**config.mk**
```make
export PLATFORM = sky130hd
export DESIGN_NAME = ccx_ext_arb
export DESIGN_NICKNAME = d
export VERILOG_FILES = /design/src/rtl/ccx_pkg.sv /design/src/rtl/ccx_ext_arb.sv
export SDC_FILE = /design/constraint.sdc
export NUM_CORES = 1
export LEC_CHECK = 0
export BUFFER_PORTS_ARGS = -buffer_cell sky130_fd_sc_hd__buf_4
export CORE_AREA = 10 10 203 205
export CTS_CLUSTER_SIZE = 8
export DETAILED_ROUTE_END_ITERATION = 16
export DIE_AREA = 0 0 213 215
export GPL_ROUTABILITY_DRIVEN = 1
export PLACE_DENSITY = 0.32
export SKIP_CTS_REPAIR_TIMING = 1
export SLEW_MARGIN = 20
export SYNTH_ARGS = -nofsm -noshare
export SYNTH_HDL_FRONTEND = slang
export SYNTH_SLANG_ARGS = --single-unit
```
**constraint.sdc**
```tcl
create_clock -name g_clk -period 2.4 [get_ports g_clk]
set_clock_uncertainty 0.1 [all_clocks]
set_input_delay 0.48 -clock g_clk [delete_from_list [all_inputs] [get_ports g_clk]]
set_output_delay 0.48 -clock g_clk [all_outputs]
set_load 0.01 [all_outputs]
```
**src/rtl/ccx_pkg.sv**
```systemverilog
// Shared types and widths for the core complex external memory path.
package ccx_pkg;

    localparam int unsigned CCX_AW = 39;
    localparam int unsigned CCX_DW = 64;

    typedef enum logic [1:0] {
        IDLE   = 2'd0,
        LOCK_I = 2'd1,
        LOCK_D = 2'd2
    } ccx_arb_state_t;

    typedef enum logic {
        SEL_I = 1'b0,
        SEL_D = 1'b1
    } ccx_arb_sel_t;

endpackage

```
**src/rtl/ccx_ext_arb.sv**
```systemverilog
// Instruction/data arbiter for the shared external memory port, with
// request locking, response owner steering and a data-streak starvation bound.
module ccx_ext_arb
    import ccx_pkg::*;
#(
    parameter int unsigned AW          = CCX_AW,
    parameter int unsigned DW          = CCX_DW,
    parameter int unsigned MAX_DSTREAK = 4
) (
    input  logic            g_clk,
    input  logic            g_resetn,

    input  logic            imem_req,
    input  logic [AW-1:0]   imem_addr,
    input  logic            imem_wen,
    input  logic [DW/8-1:0] imem_strb,
    input  logic [DW-1:0]   imem_wdata,
    output logic            imem_gnt,
    output logic            imem_err,
    output logic [DW-1:0]   imem_rdata,

    input  logic            dmem_req,
    input  logic [AW-1:0]   dmem_addr,
    input  logic            dmem_wen,
    input  logic [DW/8-1:0] dmem_strb,
    input  logic [DW-1:0]   dmem_wdata,
    output logic            dmem_gnt,
    output logic            dmem_err,
    output logic [DW-1:0]   dmem_rdata,

    output logic            emem_req,
    output logic [AW-1:0]   emem_addr,
    output logic            emem_wen,
    output logic [DW/8-1:0] emem_strb,
    output logic [DW-1:0]   emem_wdata,
    input  logic            emem_gnt,
    input  logic            emem_err,
    input  logic [DW-1:0]   emem_rdata
);

    localparam int unsigned SW       = DW / 8;
    localparam int unsigned STREAK_W = 4;
    localparam logic [STREAK_W-1:0] MAX_STREAK = STREAK_W'(MAX_DSTREAK);

    ccx_arb_state_t        state_q, state_d;
    ccx_arb_sel_t          rsp_sel_q, rsp_sel_d;
    logic                  rsp_v_q, rsp_v_d;
    logic [STREAK_W-1:0]   dstreak_q, dstreak_d;

    ccx_arb_sel_t          sel;
    logic                  fwd_req;
    logic                  accept;

    // Selection: fixed while locked, otherwise data-first unless the streak limit is hit.
    always_comb begin
        sel = SEL_D;
        case (state_q)
            LOCK_I:  sel = SEL_I;
            LOCK_D:  sel = SEL_D;
            default: begin
                if (imem_req && !dmem_req) begin
                    sel = SEL_I;
                end else if (imem_req && dmem_req && (dstreak_q == MAX_STREAK)) begin
                    sel = SEL_I;
                end
            end
        endcase
        fwd_req = (sel == SEL_I) ? imem_req : dmem_req;
        accept  = g_resetn & fwd_req & emem_gnt;
    end

    // Next state, response owner and streak counter updates.
    always_comb begin
        state_d   = IDLE;
        rsp_v_d   = accept;
        rsp_sel_d = rsp_sel_q;
        dstreak_d = dstreak_q;

        if (fwd_req && !emem_gnt) begin
            state_d = (sel == SEL_I) ? LOCK_I : LOCK_D;
        end

        if (accept) begin
            rsp_sel_d = sel;
        end

        if (!imem_req || (accept && (sel == SEL_I))) begin
            dstreak_d = '0;
        end else if (accept && (sel == SEL_D) && (dstreak_q != MAX_STREAK)) begin
            dstreak_d = dstreak_q + STREAK_W'(1);
        end
    end

    always_ff @(posedge g_clk or negedge g_resetn) begin
        if (!g_resetn) begin
            state_q   <= IDLE;
            rsp_v_q   <= 1'b0;
            rsp_sel_q <= SEL_I;
            dstreak_q <= '0;
        end else begin
            state_q   <= state_d;
            rsp_v_q   <= rsp_v_d;
            rsp_sel_q <= rsp_sel_d;
            dstreak_q <= dstreak_d;
        end
    end

    // External port mux and grant/error steering; all forced low while in reset.
    always_comb begin
        emem_req   = 1'b0;
        emem_addr  = '0;
        emem_wen   = 1'b0;
        emem_strb  = '0;
        emem_wdata = '0;
        if (g_resetn) begin
            emem_req = fwd_req;
            if (sel == SEL_I) begin
                emem_addr  = imem_addr;
                emem_wen   = imem_wen;
                emem_strb  = SW'(imem_strb);
                emem_wdata = imem_wdata;
            end else begin
                emem_addr  = dmem_addr;
                emem_wen   = dmem_wen;
                emem_strb  = SW'(dmem_strb);
                emem_wdata = dmem_wdata;
            end
        end

        imem_gnt = g_resetn & emem_gnt & (sel == SEL_I) & imem_req;
        dmem_gnt = g_resetn & emem_gnt & (sel == SEL_D) & dmem_req;
        imem_err = g_resetn & emem_err & rsp_v_q & (rsp_sel_q == SEL_I);
        dmem_err = g_resetn & emem_err & rsp_v_q & (rsp_sel_q == SEL_D);
    end

    assign imem_rdata = emem_rdata;
    assign dmem_rdata = emem_rdata;

endmodule

```
After elaboration in Yosys (flattened, before gate mapping)
Cells that the tools add are included.
- reductions and logical operators: 12
- eq/ne operators: 4
- bitwise operators: 13
- multiplexer cells: 17
- $add $sub $neg: 1
- operators by type and width (cell ; count):
    2-to-1 mux 64 bit ; 2
    2-to-1 mux 39 bit ; 2
    2-to-1 mux 8 bit ; 2
    bitwise AND 1 bit ; 11
    2-to-1 mux 4 bit ; 2
    logical AND 1 bit ; 7
    2-to-1 mux 1 bit ; 6
    adder 4 x 1 -> 4 bit (second input constant) ; 1
    equality test 4 x 3 -> 1 bit (second input constant) ; 1
    2-to-1 mux 2 bit ; 2
    inequality test 4 x 3 -> 1 bit (second input constant) ; 1
    zero test 1 bit ; 3
    equality test 2 x 1 -> 1 bit (second input constant) ; 1
    equality test 2 bit (second input constant) ; 1
    NOT 1 bit ; 2
    one-hot mux 1 bit (2 select lines) ; 1
    nonzero test 2 bit ; 1
    logical OR 1 bit ; 1
- input port bits: 294
- register bits: 8
- output and inout bits: 245
- logic and storage cells: 51

Depth between registers and ports, before layout
Gate-level depths: netlist of run 1.
- depth in word-level cells: 12
- gate-level depth with buffers: 9
- mapped depth without buffers: 5

Worst setup path before layout of run 1
No wires, ideal clock.
- kind: reg2out
- start point: register dstreak_q[0]
- end point: output port emem_addr[21]
- arrival: 1.759 ns
- stages on the path, launching flop included: 9
- path buffers: 3
- setup slack: 0.061 ns
- cell sequence: dfrtp_1 inv_1 ha_1 and3b_2 o221ai_2 buf_4 buf_8 buf_6 mux2i_1
- word-level cells in the longest chain between the ends: 7
- RTL lines (element ; RTL line ; source):
    start, declared ; ccx_ext_arb.sv:48 ; logic [STREAK_W-1:0] dstreak_q, dstreak_d;
    start signal, assigned ; ccx_ext_arb.sv:104 ; dstreak_q <= dstreak_d;
    equality test 4 x 3 -> 1 bit ; ccx_ext_arb.sv:63 ; end else if (imem_req && dmem_req && (dstreak_q == MAX_STREAK)) begin
    logical AND 1 bit ; ccx_ext_arb.sv:63 ;
    2-to-1 mux 1 bit ; ccx_ext_arb.sv:63 ;
    2-to-1 mux 1 bit ; ccx_ext_arb.sv:61 ; if (imem_req && !dmem_req) begin
    one-hot mux 1 bit (2 select lines) ; ccx_ext_arb.sv:57 ; case (state_q)
    2-to-1 mux 39 bit ; ccx_ext_arb.sv:117 ; if (sel == SEL_I) begin
    2-to-1 mux 39 bit ; ccx_ext_arb.sv:115 ; if (g_resetn) begin
    end, declared ; ccx_ext_arb.sv:32 ; output logic [AW-1:0] emem_addr,
No other way between the ends.

Worst setup path in the final report of run 1
- start point: register dstreak_q[0]
- end point: output port emem_addr[33]
Same word-level chain as after synthesis.

==> results.yml, run 1 <==
logic_synthesis:
  post_synth_most_frequent_cells: "sky130_fd_sc_hd__nand2_1, sky130_fd_sc_hd__buf_4, sky130_fd_sc_hd__mux2i_1"
  synth.net_count: 858
  synthDominantCellAreaShare_pct: 30.4
  synth_top_flop_cell: "sky130_fd_sc_hd__dfrtp_1"
  synth-edff-count: 0
  postSynthCellCount: 561
  synth_async_sr_flop_share_pct: 100
  synth.avg_cell_area_um2: 6.57
  synth-seq-cells: 8
  netlist_top_cells_area: "sky130_fd_sc_hd__mux2i_1, sky130_fd_sc_hd__buf_4, sky130_fd_sc_hd__nand2_1, sky130_fd_sc_hd__dfrtp_1, sky130_fd_sc_hd__clkbuf_1"
  synth.most_common_cell: "sky130_fd_sc_hd__nand2_1"
  yosys.area.top_type: "sky130_fd_sc_hd__mux2i_1"
  syn-cell-area_um2: 3690
  yosysWarnings: 0
  ys_seq_area_share_pct: 5.43
  synth.lib_cells_used.distinct: 30
grt:
  wire_length_of_the_first_global_routing_pass_um: 31300
  global_route.overflow_total: 0
  global_route_usage_over_all_layers_pct: 9.09
  grt_max_degree: 68
  first_global_vias: 4595
  grt_antenna_before_repair: 4
setup_path:
  start_to_end_type_of_the_worst_setup_path: "register to primary output"
  crit_path_max_fanout: 7
  worstRegToRegCells: 9
  critical_path.reg2reg.startpoint: "dstreak_q[0]"
  start_kind: "register"
  crit_arrival_ns: 2.07
  worstSetupEndpointType: "primary output"
  critical_path_required_ns: 1.82
  setup.worst_path.start: "dstreak_q[0]"
sta:
  relative_slew_margins_pct: 76.1
  fin_ws_ns: -0.250
  crit_share_post_route_pct: 110
  final_max_slew_viol_count: 0
  hold_violations: 0
  period_needed_ns: 2.65
  achievable-frequency_ghz: 0.377
  tns_ns: -17.88
  setup_viol: 113
  timing.hold.ws_ns: 0.155
  tightest_slew_ns: 0.358
  grt_setup_unrepaired: "true"
die:
  ports: 539
  start_util_pct: 9.91
  die_width_um: 213
  design.core.area_um2: 37200
  fp.dieArea_um2: 45800
  std_cell_rows: 71
  fp.dieH_um: 215
finish:
  layout-drive-gt1-share_pct: 53.3
  finish.net_count: 1087
  multi_input_comb_area_um2: 2420
  areaGrowthSynthToFinish_pct: 77.7
  seqCellArea_um2: 200
  fin_area_um2: 6550
  final_util_pct: 17.6
  antennaDiodeCount: 0
  filler_cell_count_in_the_final_layout: 4274
placed_design:
  place.port_buffers: 346
  post_dp_cell_area_um2: 6140
  gp_congestion: 0.761
  place.detailed.hpwl_um: 20300
power:
  internal_power_mw: 1.66
  share_clk_of_total_power_pct: 10.2
  part_of_the_total_power_dissipated_in_sequential_elements_pct: 5.6
  total_power_mw: 2.72
  switching_power_mw: 1.05
  proportion_of_total_power_due_to_net_switching_pct: 38.8
  power-per-cell-area_nw_per_um2: 415
  vdd_drop_max_mv: 0.157
  combinationalPowerShare_pct: 84.2
  p_leak_nw: 3.57
clock_tree:
  ctsRootBufferMaster: "sky130_fd_sc_hd__clkbuf_16"
  clock_insertion_delay_at_the_later_pin_of_the_skew_report_ns: 0.23
  clock_tree_from_tritoncts: "built"
  ctsLongestPathBuffers: 2
  cts.clk_slew.worst_paths_ns: 0.04
  tritoncts.num_buffers: 3
  htreeDepth: 1
  clock_sinks: 8
drt:
  postRouteAntennaNets: 0
  avgViaCountPerCell: 3.50
  routed-via-count: 4423
  top_layer_used: "met4"
  post_route_drc: 0
  wl_per_cell_um: 18.8
  first_pass_drt_iterations: 5
  routedLengthMet1_um: 8130
  met2_length_um: 12200
  dr.first_iter.drc_count: 183
  routed_wl_um: 23700
  met3_layer_wire_length_in_the_routed_design_um: 2550
status:
  run_status: "finished, violations left"
  failing_checks: "setup timing"
worst_hold_path:
  hold_path_class: "input port to asynchronous set/reset pin"
job:
  maximum_capacitance_violations: 0
## logic make-up (layout without fill, tap and decap cells)
logic type,count (synthesis),count (layout),share of synthesized area (%)
AO/OA/AOI/OAI,17,17,3.80
adder cells (fa/ha/maj),3,3,1.02
buffers and inverters,177,404,33.4
flip-flops,8,8,5.43
multiplexers,112,112,30.4
AND/OR/NAND/NOR,244,244,26.0
## power by group through the flow
stage	Combinational (mW)	Sequential (mW)	Clock [mW]
floorplan	1.18	0.152	0
global placement	2.07	0.153	0
detailed placement	2.05	0.153	0
CTS	2.06	0.152	0.285
global route	2.45	0.154	0.294
finish	2.29	0.152	0.277
## flip-flops by register name, indices dropped and copies added (netlist names)
signal,count
dstreak_q,4
rsp_sel_q,1
rsp_v_q,1
state_q,2
## path summary, 6_finish.rpt
check / end / slack [ns]
max in group asynchronous: dstreak_q[0] / 1.66
worst min-delay path: rsp_sel_q / 0.16
worst max-delay path: emem_addr[33] / -0.25
min in group g_clk: state_q[0] / 0.38
worst min register to register: rsp_sel_q / 0.45
worst max register to register: state_q[1] / 0.51
## routing by layer
| metal | vias to the layer above | global-route usage, % |
|---|---|---|
| met3 | 86 | 3.14 |
| met2 | 299 | 17.0 |
| met4 | 0 | 3.62 |
| met1 | 1903 | 8.85 |
| met5 | - | 0 |
| li1 | 2135 | - |
## placed cells by master, fill, tap and decap left out, types with 2 or more instances in the layout
master / n
sky130_fd_sc_hd__nand2_1: 225
sky130_fd_sc_hd__inv_1: 6
sky130_fd_sc_hd__and2_1: 2
sky130_fd_sc_hd__mux2i_4: 7
sky130_fd_sc_hd__a211oi_1: 3
sky130_fd_sc_hd__buf_12: 12
sky130_fd_sc_hd__o21ai_0: 4
sky130_fd_sc_hd__mux2i_2: 8
sky130_fd_sc_hd__nor2_1: 4
sky130_fd_sc_hd__inv_2: 2
sky130_fd_sc_hd__buf_8: 6
sky130_fd_sc_hd__o2111a_1: 3
sky130_fd_sc_hd__clkbuf_16: 7
sky130_fd_sc_hd__nand3_1: 4
sky130_fd_sc_hd__buf_6: 5
sky130_fd_sc_hd__dfrtp_1: 8
sky130_fd_sc_hd__ha_4: 2
sky130_fd_sc_hd__o2111ai_1: 2
sky130_fd_sc_hd__buf_4: 366
sky130_fd_sc_hd__mux2i_1: 97
## worst max-delay path: stages (launching register included)
cell and delay [ns]:
sky130_fd_sc_hd__dfrtp_1 0.36, sky130_fd_sc_hd__inv_2 0.06, sky130_fd_sc_hd__ha_4 0.15, sky130_fd_sc_hd__and3b_2 0.22
sky130_fd_sc_hd__o221ai_4 0.15, sky130_fd_sc_hd__buf_6 0.16, sky130_fd_sc_hd__buf_12 0.16, sky130_fd_sc_hd__buf_12 0.15
sky130_fd_sc_hd__mux2i_4 0.28, sky130_fd_sc_hd__buf_6 0.14
## through the flow
stage               instances  setup WS [ns]
floorplan                 561         0.0614
global placement         1252         -0.201
detailed placement       1252         -0.198
CTS                      1255         -0.466
global route             1262         -0.328
finish                   1262         -0.250
## layout make-up
type,instances,area share (%)
timing repair buffer,393,49.4
multi-input combinational,376,36.9
tap,474,9.05
sequential,8,3.06
clock buffer,3,1.15
inverter,8,0.458
(Power assumes the default switching activity.)
==> run 2: changes to the inputs <==
--- a/config.mk
+++ b/config.mk
@@ -5,13 +5,14 @@
 export SDC_FILE = /design/constraint.sdc
 export NUM_CORES = 1
 export LEC_CHECK = 0
-export BUFFER_PORTS_ARGS = -buffer_cell sky130_fd_sc_hd__buf_4
-export CORE_AREA = 10 10 203 205
+export ABC_AREA = 1
+export CORE_AREA = 10 10 199 201
 export CTS_CLUSTER_SIZE = 8
 export DETAILED_ROUTE_END_ITERATION = 16
-export DIE_AREA = 0 0 213 215
+export DIE_AREA = 0 0 209 211
+export DONT_BUFFER_PORTS = 1
 export GPL_ROUTABILITY_DRIVEN = 1
-export PLACE_DENSITY = 0.32
+export PLACE_DENSITY = 0.3
 export SKIP_CTS_REPAIR_TIMING = 1
 export SLEW_MARGIN = 20
 export SYNTH_ARGS = -nofsm -noshare
==> results.yml, run 2 <==
grt:
  wire_length_of_the_first_global_routing_pass_um: 21100
  grt_antenna_before_repair: 0
  global_route.overflow_total: 0
  global_route_usage_over_all_layers_pct: 6.05
  grt_max_degree: 124
  first_global_vias: 3298
finish:
  commonest_cells_after_routing_fill_and_taps_aside: "sky130_fd_sc_hd__nor2_2, sky130_fd_sc_hd__nor2_4, sky130_fd_sc_hd__o21ai_0"
  filler_cell_count_in_the_final_layout: 4005
  layout-drive-gt1-share_pct: 61.8
  largest_register_ffs: 4
  finish.net_count: 778
  seqCellArea_um2: 200
  multi_input_comb_area_um2: 2710
  layout.cells.most_common: "sky130_fd_sc_hd__nor2_2"
  fin_area_um2: 4700
  top_flop_regs: "dstreak_q: 4 flops, state_q: 2 flops"
  largest-register: "dstreak_q"
  final_util_pct: 13.3
  areaGrowthSynthToFinish_pct: 51.1
  antennaDiodeCount: 0
sta:
  achievable-frequency_ghz: 0.386
  final_max_slew_viol_count: 0
  period_needed_ns: 2.59
  setup_viol: 106
  fin_ws_ns: -0.192
  tightest_slew_ns: 0.414
  relative_slew_margins_pct: 72.3
  crit_share_post_route_pct: 108
  hold_violations: 0
  grt_setup_unrepaired: "true"
  tns_ns: -5.50
power:
  total_power_mw: 8.37
  switching_power_mw: 4.50
  proportion_of_total_power_due_to_net_switching_pct: 53.8
  power-per-cell-area_nw_per_um2: 1780
  vdd_drop_max_mv: 1.13
  p_leak_nw: 1.62
  part_of_the_total_power_dissipated_in_sequential_elements_pct: 2.2
  share_clk_of_total_power_pct: 3.4
  internal_power_mw: 3.87
  combinationalPowerShare_pct: 94.4
setup_path:
  worstSetupEndpointType: "primary output"
  setup.worst_path.start: "state_q[0]"
  critical_path_required_ns: 1.82
  worstRegToRegCells: 13
  critical_path.reg2reg.startpoint: "state_q[0]"
  crit_arrival_ns: 2.01
  regToRegEndpoint: "dstreak_q[3]"
  crit_path_max_fanout: 39
  ff2ff_setup_slack_ns: 0.28
  start_kind: "register"
  timing.critical_path.to: "emem_addr[11]"
  start_to_end_type_of_the_worst_setup_path: "register to primary output"
die:
  die_width_um: 209
  start_util_pct: 8.78
  fp.dieH_um: 211
  ports: 539
  std_cell_rows: 69
  design.core.area_um2: 35400
  fp.dieArea_um2: 44100
logic_synthesis:
  yosys.area.top_type: "sky130_fd_sc_hd__buf_4"
  synth.lib_cells_used.distinct: 25
  post_synth_most_frequent_cells: "sky130_fd_sc_hd__nor2_1, sky130_fd_sc_hd__buf_4, sky130_fd_sc_hd__o21ai_0"
  synthDominantCellAreaShare_pct: 31.9
  synth_async_sr_flop_share_pct: 100
  synth_top_flop_cell: "sky130_fd_sc_hd__dfrtp_1"
  netlist_top_cells_area: "sky130_fd_sc_hd__buf_4, sky130_fd_sc_hd__nor2_1, sky130_fd_sc_hd__o21ai_0, sky130_fd_sc_hd__dfrtp_1, sky130_fd_sc_hd__buf_6"
  synth.avg_cell_area_um2: 5.49
  synth-edff-count: 0
  synth.most_common_cell: "sky130_fd_sc_hd__nor2_1"
  postSynthCellCount: 566
  synth.net_count: 863
  yosysWarnings: 0
  syn-cell-area_um2: 3110
  ys_seq_area_share_pct: 6.44
  synth-seq-cells: 8
drt:
  dr.first_iter.drc_count: 110
  post_route_drc: 0
  routed-via-count: 3362
  avgViaCountPerCell: 3.58
  first_pass_drt_iterations: 4
  wl_per_cell_um: 21.2
  routed_wl_um: 19900
  postRouteAntennaNets: 0
worst_hold_path:
  hold_path_class: "input port to register"
placed_design:
  place.port_buffers: 0
  gp_congestion: 0.727
  pre_cts_slack_ns: -0.0206
  post_dp_cell_area_um2: 2850
  place.detailed.hpwl_um: 13200
clock_tree:
  clock_sinks: 8
  clock_insertion_delay_at_the_later_pin_of_the_skew_report_ns: 0.23
  clock_tree_from_tritoncts: "built"
  ctsLongestPathBuffers: 2
  cts.clk_slew.worst_paths_ns: 0.04
  ctsRootBufferMaster: "sky130_fd_sc_hd__clkbuf_16"
  tritoncts.num_buffers: 3
  htreeDepth: 1
job:
  maximum_capacitance_violations: 0
status:
  run_status: "finished, violations left"
  failing_checks: "setup timing"
## run 2: changes by cell type after synthesis, moves of 8 or more
cell,delta
sky130_fd_sc_hd__buf_6,+8
sky130_fd_sc_hd__clkbuf_1,-8
sky130_fd_sc_hd__mux2i_1,-112
sky130_fd_sc_hd__nand2_1,-215
sky130_fd_sc_hd__nor2_1,+225
sky130_fd_sc_hd__o21ai_0,+102
## run 2: worst min path at each step
stage,slack (ns),cells past startpoint,end,start
6_report,0.22,1,state_q[0],emem_gnt
5_1_grt,0.21,1,state_q[1],emem_gnt
4_1_cts,-0.16,0,dstreak_q[2],g_resetn
3_5_place_dp,0.09,0,dstreak_q[2],g_resetn
3_3_place_gp,0.09,0,dstreak_q[2],g_resetn
2_1_floorplan,0.08,0,dstreak_q[0],g_resetn
## run 2: cells by family after synthesis
| logic type | synth area share, % |
|---|---|
| AO/OA/AOI/OAI | 18.3 |
| XOR/XNOR | 0.563 |
| adder cells (fa/ha/maj) | 1.21 |
| buffers and inverters | 40.0 |
| flip-flops | 6.44 |
| AND/OR/NAND/NOR | 33.5 |
## run 2: cell type report
class,count,share of cell area [%]
Sequential cell,8,4.26
Timing Repair Buffer,74,22.8
Clock buffer,3,1.60
Multi-Input combinational cell,379,57.6
Tap cell,461,12.3
Inverter,15,1.46
## run 2: per-layer routing
layer / global-route usage [%] / part of all wire, % / wire, µm
met2: 11.1 / 52 / 10300
met1: 5.41 / 35 / 6890
met3: 3.71 / 12 / 2380
met4: 1.76 / 1.9 / 373
met5: 0 / 0 / 0
## run 2: stage by stage
| stage | hold slack (ns) | instances |
|---|---|---|
| 3_3_place_gp | 0.0876 | 901 |
| 5_1_grt | 0.213 | 940 |
| 4_1_cts | -0.156 | 904 |
| 2_1_floorplan | 0.0844 | 566 |
| 6_report | 0.220 | 940 |
| 3_5_place_dp | 0.0875 | 901 |
## run 2: worst max-delay path, cell delays in order (launching register included)
cell,delay (ns)
sky130_fd_sc_hd__dfrtp_1,0.31
sky130_fd_sc_hd__inv_1,0.04
sky130_fd_sc_hd__ha_1,0.30
sky130_fd_sc_hd__or2_4,0.27
sky130_fd_sc_hd__nand2_8,0.13
sky130_fd_sc_hd__buf_12,0.19
sky130_fd_sc_hd__o21ai_0,0.10
sky130_fd_sc_hd__nor2_1,0.23
sky130_fd_sc_hd__buf_4,0.18
## run 2: power by group through the flow
stage | clock (mW) | sequential (mW) | combinational, mW
2_1_floorplan | 0 | 0.177 | 2.81
3_3_place_gp | 0 | 0.191 | 3.47
3_5_place_dp | 0 | 0.192 | 3.51
4_1_cts | 0.285 | 0.191 | 3.52
5_1_grt | 0.296 | 0.194 | 8.47
6_report | 0.283 | 0.187 | 7.90
==> run 3: changes to the inputs <==
--- a/config.mk
+++ b/config.mk
@@ -5,8 +5,9 @@
 export SDC_FILE = /design/constraint.sdc
 export NUM_CORES = 1
 export LEC_CHECK = 0
-export ABC_AREA = 1
+export ABC_AREA = 0
 export CORE_AREA = 10 10 199 201
+export CTS_CLUSTER_DIAMETER = 100
 export CTS_CLUSTER_SIZE = 8
 export DETAILED_ROUTE_END_ITERATION = 16
 export DIE_AREA = 0 0 209 211
==> results.yml, run 3 (synthesis gave the netlist of run 1 again) <==
die:
  fp.dieArea_um2: 44100
  die_width_um: 209
  start_util_pct: 10.4
  ports: 539
  design.core.area_um2: 35400
  std_cell_rows: 69
  fp.dieH_um: 211
power:
  total_power_mw: 2.44
  p_leak_nw: 2.40
  combinationalPowerShare_pct: 82.3
  part_of_the_total_power_dissipated_in_sequential_elements_pct: 6.2
  vdd_drop_max_mv: 0.260
  internal_power_mw: 1.47
  switching_power_uw: 962
  share_clk_of_total_power_pct: 11.5
  power-per-cell-area_nw_per_um2: 515
  proportion_of_total_power_due_to_net_switching_pct: 39.5
sta:
  achievable-frequency_ghz: 0.375
  grt_setup_unrepaired: "true"
  relative_slew_margins_pct: 71.6
  tightest_slew_ns: 0.425
  setup_viol: 113
  final_max_slew_viol_count: 0
  crit_share_post_route_pct: 111
  hold_violations: 0
  fin_ws_ns: -0.267
  period_needed_ns: 2.67
grt:
  wire_length_of_the_first_global_routing_pass_um: 26500
  first_global_vias: 3534
  grt_max_degree: 241
  grt_antenna_before_repair: 4
  global_route_usage_over_all_layers_pct: 7.83
  global_route.overflow_total: 0
job:
  maximum_capacitance_violations: 0
drt:
  avgViaCountPerCell: 3.53
  first_pass_drt_iterations: 4
  postRouteAntennaNets: 0
  routed-via-count: 3547
  dr.first_iter.drc_count: 236
  wl_per_cell_um: 20.8
  post_route_drc: 0
  routed_wl_um: 20900
placed_design:
  gp_congestion: 0.729
  place.port_buffers: 0
  pre_cts_slack_ns: -0.158
  place.detailed.hpwl_um: 16900
finish:
  multi_input_comb_area_um2: 2430
  layout-drive-gt1-share_pct: 32.2
  finish.net_count: 842
  layout.cells.most_common: "sky130_fd_sc_hd__nand2_1"
  commonest_cells_after_routing_fill_and_taps_aside: "sky130_fd_sc_hd__nand2_1, sky130_fd_sc_hd__buf_4, sky130_fd_sc_hd__mux2i_1"
  antennaDiodeCount: 0
  largest_register_ffs: 4
  areaGrowthSynthToFinish_pct: 28.3
  seqCellArea_um2: 200
  filler_cell_count_in_the_final_layout: 4112
  top_flop_regs: "dstreak_q: 4 flops, state_q: 2 flops"
  largest-register: "dstreak_q"
setup_path:
  start_to_end_type_of_the_worst_setup_path: "register to primary output"
  critical_path_required_ns: 1.82
  crit_path_max_fanout: 7
  crit_arrival_ns: 2.09
  worstRegToRegCells: 9
  setup.worst_path.start: "dstreak_q[1]"
  ff2ff_setup_slack_ns: 0.43
  critical_path.reg2reg.startpoint: "dstreak_q[1]"
  worstSetupEndpointType: "primary output"
  timing.critical_path.to: "emem_addr[32]"
  start_kind: "register"
  regToRegEndpoint: "state_q[1]"
clock_tree:
  clock_tree_from_tritoncts: "built"
  htreeDepth: 1
  clock_sinks: 8
  cts.clk_slew.worst_paths_ns: 0.04
  ctsLongestPathBuffers: 2
  ctsRootBufferMaster: "sky130_fd_sc_hd__clkbuf_16"
  tritoncts.num_buffers: 3
  clock_insertion_delay_at_the_later_pin_of_the_skew_report_ns: 0.23
status:
  failing_checks: "setup timing"
  run_status: "finished, violations left"
worst_hold_path:
  holdPathStages: 1
  hold_path_class: "input port to register"
==> run 3: changes by cell type in the layout (fill, tap and decap cells not counted), moves of 24 or more <==
cell / before / now
sky130_fd_sc_hd__nor2_4: 75 / 0
sky130_fd_sc_hd__mux2i_1: 0 / 97
sky130_fd_sc_hd__o21ai_0: 60 / 4
sky130_fd_sc_hd__nor2_2: 97 / 0
sky130_fd_sc_hd__nand2_1: 8 / 225
sky130_fd_sc_hd__o21ai_2: 24 / 0
sky130_fd_sc_hd__nor2_1: 57 / 4
sky130_fd_sc_hd__buf_4: 34 / 117
==> run 3: area by class of cell <==
type	instances	share of cell area [%]
multi-input cells	376	51.4
repair buffers	148	30.0
well taps	461	12.2
flip-flops and latches	8	4.23
clock buffers	3	1.59
inverters	8	0.635
==> run 3: worst min-delay path by stage <==
stage | start | endpoint | slack, ns
2_1_floorplan | g_resetn | dstreak_q[0] | 0.08
3_3_place_gp | g_resetn | rsp_sel_q | 0.09
3_5_place_dp | g_resetn | rsp_sel_q | 0.09
4_1_cts | g_resetn | rsp_v_q | -0.15
5_1_grt | emem_gnt | state_q[0] | 0.20
6_report | emem_gnt | state_q[0] | 0.21
==> run 3: stage by stage <==
step | TNS, ns | cell area, µm² | utilization [%] | std cells | hold slack (ns)
after global placement | -0.804 | 4150 | 11.7 | 988 | 0.0936
after CTS | -26.04 | 4230 | 11.9 | 991 | -0.150
after detailed placement | -0.552 | 4150 | 11.7 | 988 | 0.0938
after global routing | -31.08 | 4730 | 13.4 | 1004 | 0.201
final | -19.81 | 4730 | 13.4 | 1004 | 0.211
after floorplan | 0 | 3690 | - | 561 | 0.0844
==> run 3: worst max-delay path, stage by stage, from the launching register on <==
cell,delay (ns)
sky130_fd_sc_hd__dfrtp_1,0.33
sky130_fd_sc_hd__inv_1,0.07
sky130_fd_sc_hd__ha_4,0.16
sky130_fd_sc_hd__and3b_2,0.23
sky130_fd_sc_hd__o221ai_4,0.16
sky130_fd_sc_hd__buf_12,0.17
sky130_fd_sc_hd__clkbuf_16,0.19
sky130_fd_sc_hd__buf_8,0.15
sky130_fd_sc_hd__mux2i_2,0.23
sky130_fd_sc_hd__buf_4,0.15
==> run 3: metal layers <==
layer,track usage [%],vias up,wire (µm)
met1,7.90,1525,7300
li1,-,1650,-
met3,3.05,71,2170
met2,14.5,301,10700
met4,2.58,0,655
met5,0,-,0
==> run 3: power groups by stage <==
stage | Combinational [mW] | Clock (mW) | Sequential (mW)
after floorplan | 1.18 | 0 | 0.152
after CTS | 1.59 | 0.287 | 0.151
final | 2.00 | 0.280 | 0.152
after global routing | 2.14 | 0.302 | 0.153
after global placement | 1.60 | 0 | 0.153
after detailed placement | 1.59 | 0 | 0.153
